File: src/rtl/seg_pkg.sv
// Shared types and helpers for the multiplexed seven-segment display controller.
package seg_pkg;

  localparam logic MODE_HEX = 1'b0;
  localparam logic MODE_DEC = 1'b1;

  typedef enum logic {
    ST_IDLE,
    ST_CONV
  } state_t;

  // Segment order {a,b,c,d,e,f,g,dp}, active-high.
  function automatic logic [7:0] f_seg_encode(input logic [3:0] v);
    logic [7:0] s;
    case (v)
      4'h0: s = 8'hFC;
      4'h1: s = 8'h60;
      4'h2: s = 8'hDA;
      4'h3: s = 8'hF2;
      4'h4: s = 8'h66;
      4'h5: s = 8'hB6;
      4'h6: s = 8'hBE;
      4'h7: s = 8'hE0;
      4'h8: s = 8'hFE;
      4'h9: s = 8'hF6;
      4'hA: s = 8'hEE;
      4'hB: s = 8'h3E;
      4'hC: s = 8'h9C;
      4'hD: s = 8'h7A;
      4'hE: s = 8'h9E;
      default: s = 8'h8E;
    endcase
    return s;
  endfunction

  // Decimal digits needed for a w-bit unsigned value: ceil(w * log10(2)).
  function automatic int unsigned f_bcd_digits(input int unsigned w);
    return (w * 30103 + 99999) / 100000;
  endfunction

endpackage

File: src/rtl/seg_scan_display_bin2bcd.sv
// Sequential double-dabble converter: one add-3/shift step per cycle, MSB first.
module bin2bcd_seq
  import seg_pkg::*;
#(
  parameter int unsigned DIN_WIDTH  = 32,
  parameter int unsigned BCD_DIGITS = 10
) (
  input  logic                    clk,
  input  logic                    rst,
  input  logic                    start,
  input  logic [DIN_WIDTH-1:0]    din,
  output logic                    busy,
  output logic                    done,
  output logic [4*BCD_DIGITS-1:0] bcd
);

  localparam int unsigned CNT_W = $clog2(DIN_WIDTH + 1);

  logic                    busy_q;
  logic [CNT_W-1:0]        cnt_q;
  logic [DIN_WIDTH-1:0]    bin_q, bin_d;
  logic [4*BCD_DIGITS-1:0] bcd_q, bcd_d, adj;

  always_comb begin
    adj = bcd_q;
    for (int unsigned i = 0; i < BCD_DIGITS; i++) begin
      if (bcd_q[4*i +: 4] >= 4'd5) adj[4*i +: 4] = bcd_q[4*i +: 4] + 4'd3;
    end
    {bcd_d, bin_d} = {adj, bin_q} << 1;
  end

  // bcd carries the post-step value so the final step is usable on the done edge.
  assign busy = busy_q;
  assign done = busy_q && (cnt_q == CNT_W'(DIN_WIDTH - 1));
  assign bcd  = bcd_d;

  always_ff @(posedge clk) begin
    if (rst) begin
      busy_q <= 1'b0;
      cnt_q  <= '0;
      bin_q  <= '0;
      bcd_q  <= '0;
    end else if (busy_q) begin
      bin_q <= bin_d;
      bcd_q <= bcd_d;
      cnt_q <= cnt_q + 1'b1;
      if (done) busy_q <= 1'b0;
    end else if (start) begin
      busy_q <= 1'b1;
      cnt_q  <= '0;
      bin_q  <= din;
      bcd_q  <= '0;
    end
  end

endmodule

File: src/rtl/seg_scan_display.sv
// Seven-segment scan controller: load FSM, display register, blanking, scan and bank steering.
module seg_scan_display
  import seg_pkg::*;
#(
  parameter int unsigned NUM_DIGITS = 8,
  parameter int unsigned BANK_SPLIT = 4,
  parameter int unsigned DIN_WIDTH  = 32,
  parameter int unsigned SCAN_DIV   = 50000
) (
  input  logic                  clk,
  input  logic                  rst,
  input  logic                  enable,
  input  logic                  load,
  input  logic [DIN_WIDTH-1:0]  num,
  input  logic                  mode,
  input  logic                  blank_lz,
  output logic                  busy,
  output logic                  ovf,
  output logic [7:0]            seg0,
  output logic [7:0]            seg1,
  output logic [NUM_DIGITS-1:0] an
);

  localparam int unsigned DISP_W     = 4 * NUM_DIGITS;
  localparam int unsigned BCD_DIGITS = (f_bcd_digits(DIN_WIDTH) > NUM_DIGITS) ?
                                       f_bcd_digits(DIN_WIDTH) : NUM_DIGITS + 1;
  localparam int unsigned EXT_W      = (DIN_WIDTH > DISP_W) ? DIN_WIDTH : DISP_W;
  localparam int unsigned CNT_W      = $clog2(SCAN_DIV);
  localparam int unsigned IDX_W      = $clog2(NUM_DIGITS);

  state_t                  state_q, state_d;
  logic                    hex_load, dec_start;
  logic                    conv_busy, conv_done;
  logic [4*BCD_DIGITS-1:0] conv_bcd;
  logic [EXT_W-1:0]        num_ext;

  logic [DISP_W-1:0]       disp_q;
  logic                    ovf_q, blz_q, blz_pend_q;

  logic [CNT_W-1:0]        cnt_q, cnt_d;
  logic [IDX_W-1:0]        idx_q, idx_d;
  logic                    tick;

  logic [NUM_DIGITS-1:0]   zero_above;
  logic [3:0]              digit;
  logic [7:0]              seg_val, seg0_d, seg1_d, seg0_q, seg1_q;
  logic [NUM_DIGITS-1:0]   an_d, an_q;

  bin2bcd_seq #(
    .DIN_WIDTH (DIN_WIDTH),
    .BCD_DIGITS(BCD_DIGITS)
  ) u_bin2bcd (
    .clk  (clk),
    .rst  (rst),
    .start(dec_start),
    .din  (num),
    .busy (conv_busy),
    .done (conv_done),
    .bcd  (conv_bcd)
  );

  always_ff @(posedge clk) begin
    if (rst) state_q <= ST_IDLE;
    else     state_q <= state_d;
  end

  always_comb begin
    state_d = state_q;
    case (state_q)
      ST_IDLE: if (load && mode == MODE_DEC) state_d = ST_CONV;
      ST_CONV: if (conv_done || !conv_busy) state_d = ST_IDLE;
      default: state_d = ST_IDLE;
    endcase
  end

  always_comb begin
    busy      = (state_q == ST_CONV);
    hex_load  = (state_q == ST_IDLE) && load && (mode == MODE_HEX);
    dec_start = (state_q == ST_IDLE) && load && (mode == MODE_DEC);
  end

  always_comb num_ext = EXT_W'(num);

  // Blanking choice for a decimal load is held aside until the result lands.
  always_ff @(posedge clk) begin
    if (rst) begin
      disp_q     <= '0;
      ovf_q      <= 1'b0;
      blz_q      <= 1'b0;
      blz_pend_q <= 1'b0;
    end else begin
      if (dec_start) blz_pend_q <= blank_lz;
      if (hex_load) begin
        disp_q <= num_ext[DISP_W-1:0];
        ovf_q  <= 1'b0;
        blz_q  <= blank_lz;
      end else if (state_q == ST_CONV && conv_done) begin
        disp_q <= conv_bcd[DISP_W-1:0];
        ovf_q  <= |conv_bcd[4*BCD_DIGITS-1:DISP_W];
        blz_q  <= blz_pend_q;
      end
    end
  end

  always_comb begin
    tick  = (cnt_q == CNT_W'(SCAN_DIV - 1));
    cnt_d = tick ? '0 : cnt_q + 1'b1;
    idx_d = idx_q;
    if (tick) idx_d = (idx_q == IDX_W'(NUM_DIGITS - 1)) ? '0 : idx_q + 1'b1;
  end

  always_comb begin
    zero_above = '0;
    for (int unsigned j = 0; j < NUM_DIGITS; j++) begin
      if (j == 0) zero_above[NUM_DIGITS-1] = (disp_q[DISP_W-1 -: 4] == 4'h0);
      else zero_above[NUM_DIGITS-1-j] = zero_above[NUM_DIGITS-j] &&
                                        (disp_q[4*(NUM_DIGITS-1-j) +: 4] == 4'h0);
    end
    digit   = disp_q[4*idx_d +: 4];
    seg_val = (blz_q && idx_d != '0 && zero_above[idx_d]) ? 8'h00 : f_seg_encode(digit);
    an_d    = '0;
    seg0_d  = '0;
    seg1_d  = '0;
    if (enable) begin
      an_d[idx_d] = 1'b1;
      if (32'(idx_d) < BANK_SPLIT) seg0_d = seg_val;
      else                         seg1_d = seg_val;
    end
  end

  always_ff @(posedge clk) begin
    if (rst) begin
      cnt_q  <= '0;
      idx_q  <= '0;
      an_q   <= '0;
      seg0_q <= '0;
      seg1_q <= '0;
    end else begin
      cnt_q  <= cnt_d;
      idx_q  <= idx_d;
      an_q   <= an_d;
      seg0_q <= seg0_d;
      seg1_q <= seg1_d;
    end
  end

  assign ovf  = ovf_q;
  assign an   = an_q;
  assign seg0 = seg0_q;
  assign seg1 = seg1_q;

endmodule

File: config.mk
export PLATFORM = sky130hd
export DESIGN_NAME = seg_scan_display
export DESIGN_NICKNAME = d
export VERILOG_FILES = /design/src/rtl/seg_pkg.sv /design/src/rtl/seg_scan_display_bin2bcd.sv /design/src/rtl/seg_scan_display.sv
export SDC_FILE = /design/constraint.sdc
export NUM_CORES = 1
export LEC_CHECK = 0
export BUFFER_PORTS_ARGS = -buffer_cell sky130_fd_sc_hd__buf_2
export CAP_MARGIN = 20
export CORE_ASPECT_RATIO = 1.2
export CORE_MARGIN = 3
export CORE_UTILIZATION = 64
export CTS_CLUSTER_DIAMETER = 200
export DETAILED_ROUTE_END_ITERATION = 7
export GPL_ROUTABILITY_DRIVEN = 1
export PLACE_DENSITY = 0.82
export SLEW_MARGIN = 20
export SYNTH_ARGS = -nofsm -noshare
export SYNTH_HDL_FRONTEND = slang
export SYNTH_SLANG_ARGS = --single-unit
File: constraint.sdc
create_clock -name clk -period 6 [get_ports clk]
set_clock_uncertainty 0.15 [all_clocks]
set_input_delay 1.8 -clock clk [delete_from_list [all_inputs] [get_ports clk]]
set_output_delay 1.8 -clock clk [all_outputs]
set_load 0.05 [all_outputs]
# [After elaboration in Yosys (flattened, before gate mapping)]
# Memory sizes are Yosys's and may differ from the RTL's.
# Cells that the tools add are included.
[totals] ff_bits=158 rom_bits=112 input_bits=38 elab_cells=119 mem_count=1
[op_classes] n_addsub=13 magnitude_cmp=13 n_eq_ne=3 shift=1 n_mux=33 bitwise_logic=4 n_reduce_logical=36
[mem_list] memory="(name not given)" words=16 width=7 rd=1 rd_clocked_by_memory_dff=0 write_ports=0 line="seg_pkg.sv:15" source="case (v)"
[op_table] op="$mux 32" count=4
[op_table] op="$mux 40" count=2
[op_table] op="$ge 4x3->1 const B" count=10
[op_table] op="$add 4x2->4 const B" count=9
[op_table] op="$mux 4" count=9
[op_table] op="$logic_not 4->1" count=8
[op_table] op="$shiftx 32x6->4" count=1
[op_table] op="$add 16x1->16 const B" count=1
[op_table] op="$eq 16x16->1 const B" count=1
[op_table] op="$logic_and 1x1->1" count=16
[op_table] op="$mux 6" count=2
[op_table] op="$mux 1" count=9
[op_table] op="$mux 3" count=3
[op_table] op="$mux 8" count=1
[op_table] op="$reduce_or 2->1" count=4
[op_table] op="$reduce_or 8->1" count=1
[op_table] op="$add 6x1->6 const B" count=1
[op_table] op="$eq 6x5->1 const B" count=1
[op_table] op="$reduce_or 3->1" count=2
[op_table] op="$lt 3x4->1 const B" count=1
[op_table] op="$not 1->1" count=4
[op_table] op="$reduce_bool 2->1" count=2
[op_table] op="$add 3x1->3 const B" count=1
[op_table] op="$add 3x2->3 const B" count=1
[op_table] op="other kinds (9)" count=9

# [Logic depth before layout (Yosys ltp)]
[logic_depth] depth_word=12 ltp_mapped=14 ltp_nobuf=13

# [Cells and area by module]
# A second synthesis with hierarchy kept.
[hier_totals] hier_cells=883 hier_area_um2=7624.8
[modules_own_cells] module="bin2bcd_seq" n_inst=1 cells_per_inst=475 area_per_inst_um2=4040.1 seq_area_each_um2=1581.5
[modules_own_cells] module="seg_scan_display" n_inst=1 cells_per_inst=408 area_per_inst_um2=3584.7 seq_area_each_um2=1541.5

# [Worst setup path after synthesis]
# OpenSTA, ideal clock, no wires.
[synth_path] kind="input port to flip-flop" startpoint="in mode" endpoint="reg u_bin2bcd.bin_q[13]" arrival_time_ns=3.097 path_slack_ns=2.626 path_stages=7 path_cell_list="nand3b_1 -> clkbuf_1 -> buf_1 -> mux2i_1 -> nor2_1 -> a21oi_1 -> nor2_1"
[synth_between] elab_chain_cells=2
[synth_rtl] element="start, declared" line="seg_scan_display.sv:15" source="input logic mode,"
[synth_rtl] element="$logic_and 1x1->1" line="seg_scan_display.sv:79" source="dec_start = (state_q == ST_IDLE) && load && (mode == MODE_DEC);"
[synth_rtl] element="$reduce_bool 2->1 (no line)"
[synth_rtl] element="end signal, assigned" line="seg_scan_display_bin2bcd.sv:44" source="bin_q <= bin_d;"
[synth_rtl] element="end signal, assigned" line="seg_scan_display_bin2bcd.sv:51" source="bin_q <= din;"
[synth_rtl] element="end, declared" line="seg_scan_display_bin2bcd.sv:21" source="logic [DIN_WIDTH-1:0] bin_q, bin_d;"
# No other way between the ends.
# A chain may end at the register's enable or synchronous reset.

# [Worst setup path in the final report]
[layout_path] startpoint="reg cnt_q[0]" endpoint="reg seg1_q[7], in the netlist seg1[7]"
[layout_between] elab_chain_cells=6
[layout_rtl] element="start, declared" line="seg_scan_display.sv:40" source="logic [CNT_W-1:0] cnt_q, cnt_d;"
[layout_rtl] element="start signal, assigned" line="seg_scan_display.sv:139" source="cnt_q <= cnt_d;"
[layout_rtl] element="$eq 16x16->1 *" line="seg_scan_display.sv:106" source="tick = (cnt_q == CNT_W'(SCAN_DIV - 1));"
[layout_rtl] element="$mux 3 *" line="seg_scan_display.sv:109" source="if (tick) idx_d = (idx_q == IDX_W'(NUM_DIGITS - 1)) ? '0 : idx_q + 1'b1;"
[layout_rtl] element="parallel branches: the longest is 4 deep, another holds $mem_v2 16x7"
[layout_rtl] element="end signal, assigned" line="seg_scan_display.sv:143" source="seg1_q <= seg1_d;"
[layout_rtl] element="end, declared" line="seg_scan_display.sv:46" source="logic [7:0] seg_val, seg0_d, seg1_d, seg0_q, seg1_q;"
# Every way passes the cells marked *. The select of a mux whose other input is x is not followed.

==> impl_results.md <==
- Most frequent cells in the layout: 255 x nor2_1, 155 x dfxtp_1, 106 x nand2_1, 96 x a21oi_1, 60 x buf_2
- Number of vias after detailed routing: ~6900
- Critical path start-end classification: reg2reg
- Filler cells: approximately 940
- DIE HEIGHT: 128 um
- Maxcap violations: 0
- Ratio of total power to cell area: between 200 and 300 mW/mm2
- Largest fanout of any net on the critical path: 12
- Status: complete, no violations
- Post-Place Cells: 1171
- Count of antenna diodes in the layout: 0
- Largest net degree at the start of global routing: 131
- Register clock-pin slew on the reported worst setup and hold paths: 0.06 ns
- Setup Total Neg Slack: 0 ns
- FF-to-FF setup slack: just over 2 ns
- Number of nets with antenna violations after routing: 0
- Mapped Avg Cell Area: approximately 7.9 um2
- CTS root buffer: clkbuf_16
- Count of nets after finishing: 1101
- Met1 track utilization from global routing: between 30% and 40%
- Resize count post-CTS: 0
- Highest attainable clock frequency: about 0.25 GHz
- Worst reg-to-reg path cell count: 12
- Headroom to the max-slew limit: 28.8%
- Global routing usage on met3: about 5.2%
- Clock sink count: 156
- Post-route non-filler standard cell count: approximately 1200
- Clock tree from TritonCTS: yes
- HPWL reported at the end of detailed placement: approximately 12 mm
- Category of the worst setup path launch point: flop
- Async set-reset flop share out of synthesis: 0%
- Primary FF master, synth: dfxtp_1
- Critical path buffer and inverter count: 1
- Setup WS pre-CTS: around 2.1 ns
- Yosys warns: 0
- Endpoints failing hold: 0
- Worst EP arrival: 4.11 ns
- Pleak: 0.00384 uW
- Least-Margin Pin Slew: a little over 1 ns
- DR WL/cell: 14.6 um
- Critical R2R Launch: cnt_q[0]
- Most frequent standard cell in the layout excluding fill and tap cells: nor2_1
- Ratio of final minimum period to clock period: 65.9%
- Final-report setup violation count: 0
- Core footprint: approximately 0.012 mm2
- Cell seen most often among critical-path stages: ha_1
- Final Core Density: between 70 and 80%
- Worst path setup slack after routing: 2.05 ns
- Yosys cell types: between 60 and 70
- Peak supply drop: between 0.2 and 0.25 mV
- Crit-path cells: ha_1 -> and3_1 -> and4_4 -> mux2i_1 -> o21ai_0 -> a21oi_1 -> o22ai_1 -> inv_1 -> ha_1 -> a2111oi_0 -> a311oi_1 -> nor2_1
- Total length of routed wires: between 15 and 20 mm
- Number of enable-type register cells in the synthesized netlist: 0
- Number of port buffers: 61
- Flop and latch count out of synthesis: about 160
- GRT Overall Usage: a little over a quarter
- Clock latency on the worst-skew pair: 0.43 ns
- Via count of the first global-routing pass: 6478
- Hold worst-path end: cnt_q[0]
- Cell area after technology mapping: between 0.007 and 0.008 mm2
- Total number of H-tree levels: 4
- Number of DRC violations after detailed-routing iteration 0: ~450
- Antenna violations before repair: 0
- Fraction of layout instances using a drive strength above 1: 12.5%
- Hold Crit Depth: 1
- Inserted Clock Buffers: 17
- Row cnt: 43
- Met2 Use GR: between 40% and 50%
- Global-route wire length before repair: ~30 mm
- Hold path startpoint: cnt_q[0]
- Unrepaired setup endpoints after global routing: no
- Required time of the critical path: 6.15 ns
- Max Root-Sink Buffers: 2
- Number of vias per cell after detailed routing: approximately 5.7
- Master of the slowest instance on the critical path: mux2i_1
- First-pass iteration count of the detailed router: 5
- Die outline area: between 0.01 and 0.015 mm2
- Remaining DRCs: 0
- Worst setup EP type: flop
- Final global-route overflow total: 0
- Hold buffer count at CTS: 0
- Worst stage delay on the critical path: roughly 0.9 ns
- # Post-CTS Setup Buffers: 0
- Boundary Pins: between 60 and 70
- Layer with the highest usage after global routing: met2
- Number of max-slew violations in the final report: 0
- Syn Inst Count: 999
- GP Congestion: 0.891
- Initial core utilization: between 60 and 70%
- Launch point of the worst path: cnt_q[0]
- Seq/Total Area, Yosys: roughly 40%
- Cell class contributing the biggest share of worst-path delay: compound AO/OA/AOI/OAI gates
- Die width: approximately 110 um
- Critical register-to-register path endpoint: seg1[7]
- Clock period minus final worst setup slack: about 4.0 ns
- Synthesis-to-finish area growth: 11.0%
- Type of the worst min-delay path: reg2reg
## state kept, by name (all words and copies together) (netlist names), 3 cells and up
signal / count
cnt_q: 16
disp_q: 32
idx_q: 3
seg0: 7
u_bin2bcd.bin_q: 32
an: 8
seg1: 7
u_bin2bcd.cnt_q: 6
u_bin2bcd.bcd_q: 40
## power by group
group          total, uW  switching, uW  leakage, uW  internal, uW
clock                960            416     0.000257           544
combinational        210            137      0.00231          72.8
sequential          1100           28.9      0.00127          1070
total               2270            582      0.00384          1690
## worst max-delay path by stage
| stage | endpoint | cells after the start |
|---|---|---|
| global route | seg1[7] | 12 |
| floorplan | u_bin2bcd.bin_q[13] | 7 |
| detailed placement | u_bin2bcd.bin_q[20] | 8 |
| CTS | seg1[7] | 12 |
| global placement | seg1[7] | 12 |
| finish | seg1[7] | 12 |
## cell families after synthesis
group	count (synthesis)	synth area share, %
multiplexers	65	8.83
buffers and inverters	81	4.18
AO/OA/AOI/OAI	184	14.9
flip-flops	156	39.5
other	1	0.0475
adder cells (fa/ha/maj)	30	4.75
AND/OR/NAND/NOR	459	25.2
XOR/XNOR	23	2.55
## per-stage QoR
step | area, um2 | hold WS (ns) | power [uW]
6_report | 8770 | 0.302 | 2270
5_1_grt | 8770 | 0.338 | 2340
4_1_cts | 8760 | 0.308 | 2280
3_5_place_dp | 8230 | 0.300 | 1330
3_3_place_gp | 8230 | 0.277 | 1320
2_1_floorplan | 7910 | 0.263 | 1270
## per-layer routing
layer	up-vias	wire [um]	part of all wire [%]
met4	0	493	2.8
li1	3486	-	-
met1	3164	7750	44
met5	-	0	0
met3	39	964	5.5
met2	213	8340	48
## cell type report
class | instances | area, um2 | area share, %
multi-input combinational | 763 | 4450 | 50.8
sequential | 156 | 3130 | 35.7
clock buffer | 20 | 457 | 5.21
timing repair buffer | 67 | 357 | 4.07
tap | 157 | 196 | 2.24
inverter | 28 | 105 | 1.20
clock inverter | 12 | 73.8 | 0.842
## Yosys cell counts (all sizes together) (2+ instances only)
library cell | count | area, um2
a311oi | 2 | 17.5
o311a | 3 | 30.0
nand2b | 17 | 106
nor2b | 5 | 31.3
nand3 | 16 | 80.1
mux2 | 6 | 78.8
dfxtp | 156 | 3120
a31oi | 5 | 31.3
a2111oi | 2 | 17.5
and4bb | 2 | 25.0
xnor2 | 15 | 131
a21oi | 97 | 489
a211oi | 5 | 37.5
nor3b | 6 | 45.0
o2111ai | 4 | 35.0
nand2 | 107 | 404
nor2 | 257 | 975
o211ai | 2 | 15.0
clkbuf | 35 | 131
o221ai | 5 | 68.8
o22a | 2 | 18.8
o22ai | 4 | 31.3
mux2i | 59 | 619
buf | 18 | 93.8
o21a | 2 | 15.0
nor3 | 4 | 20.0
inv | 28 | 105
a22oi | 8 | 60.1
and3 | 10 | 62.6
o21ai | 24 | 120
ha | 30 | 375
xor2 | 8 | 70.1
a21o | 2 | 15.0
nor4 | 25 | 156
a41oi | 2 | 17.5
o221a | 12 | 135
nand3b | 4 | 30.0
Note: power is estimated with default switching activity, not from simulation.
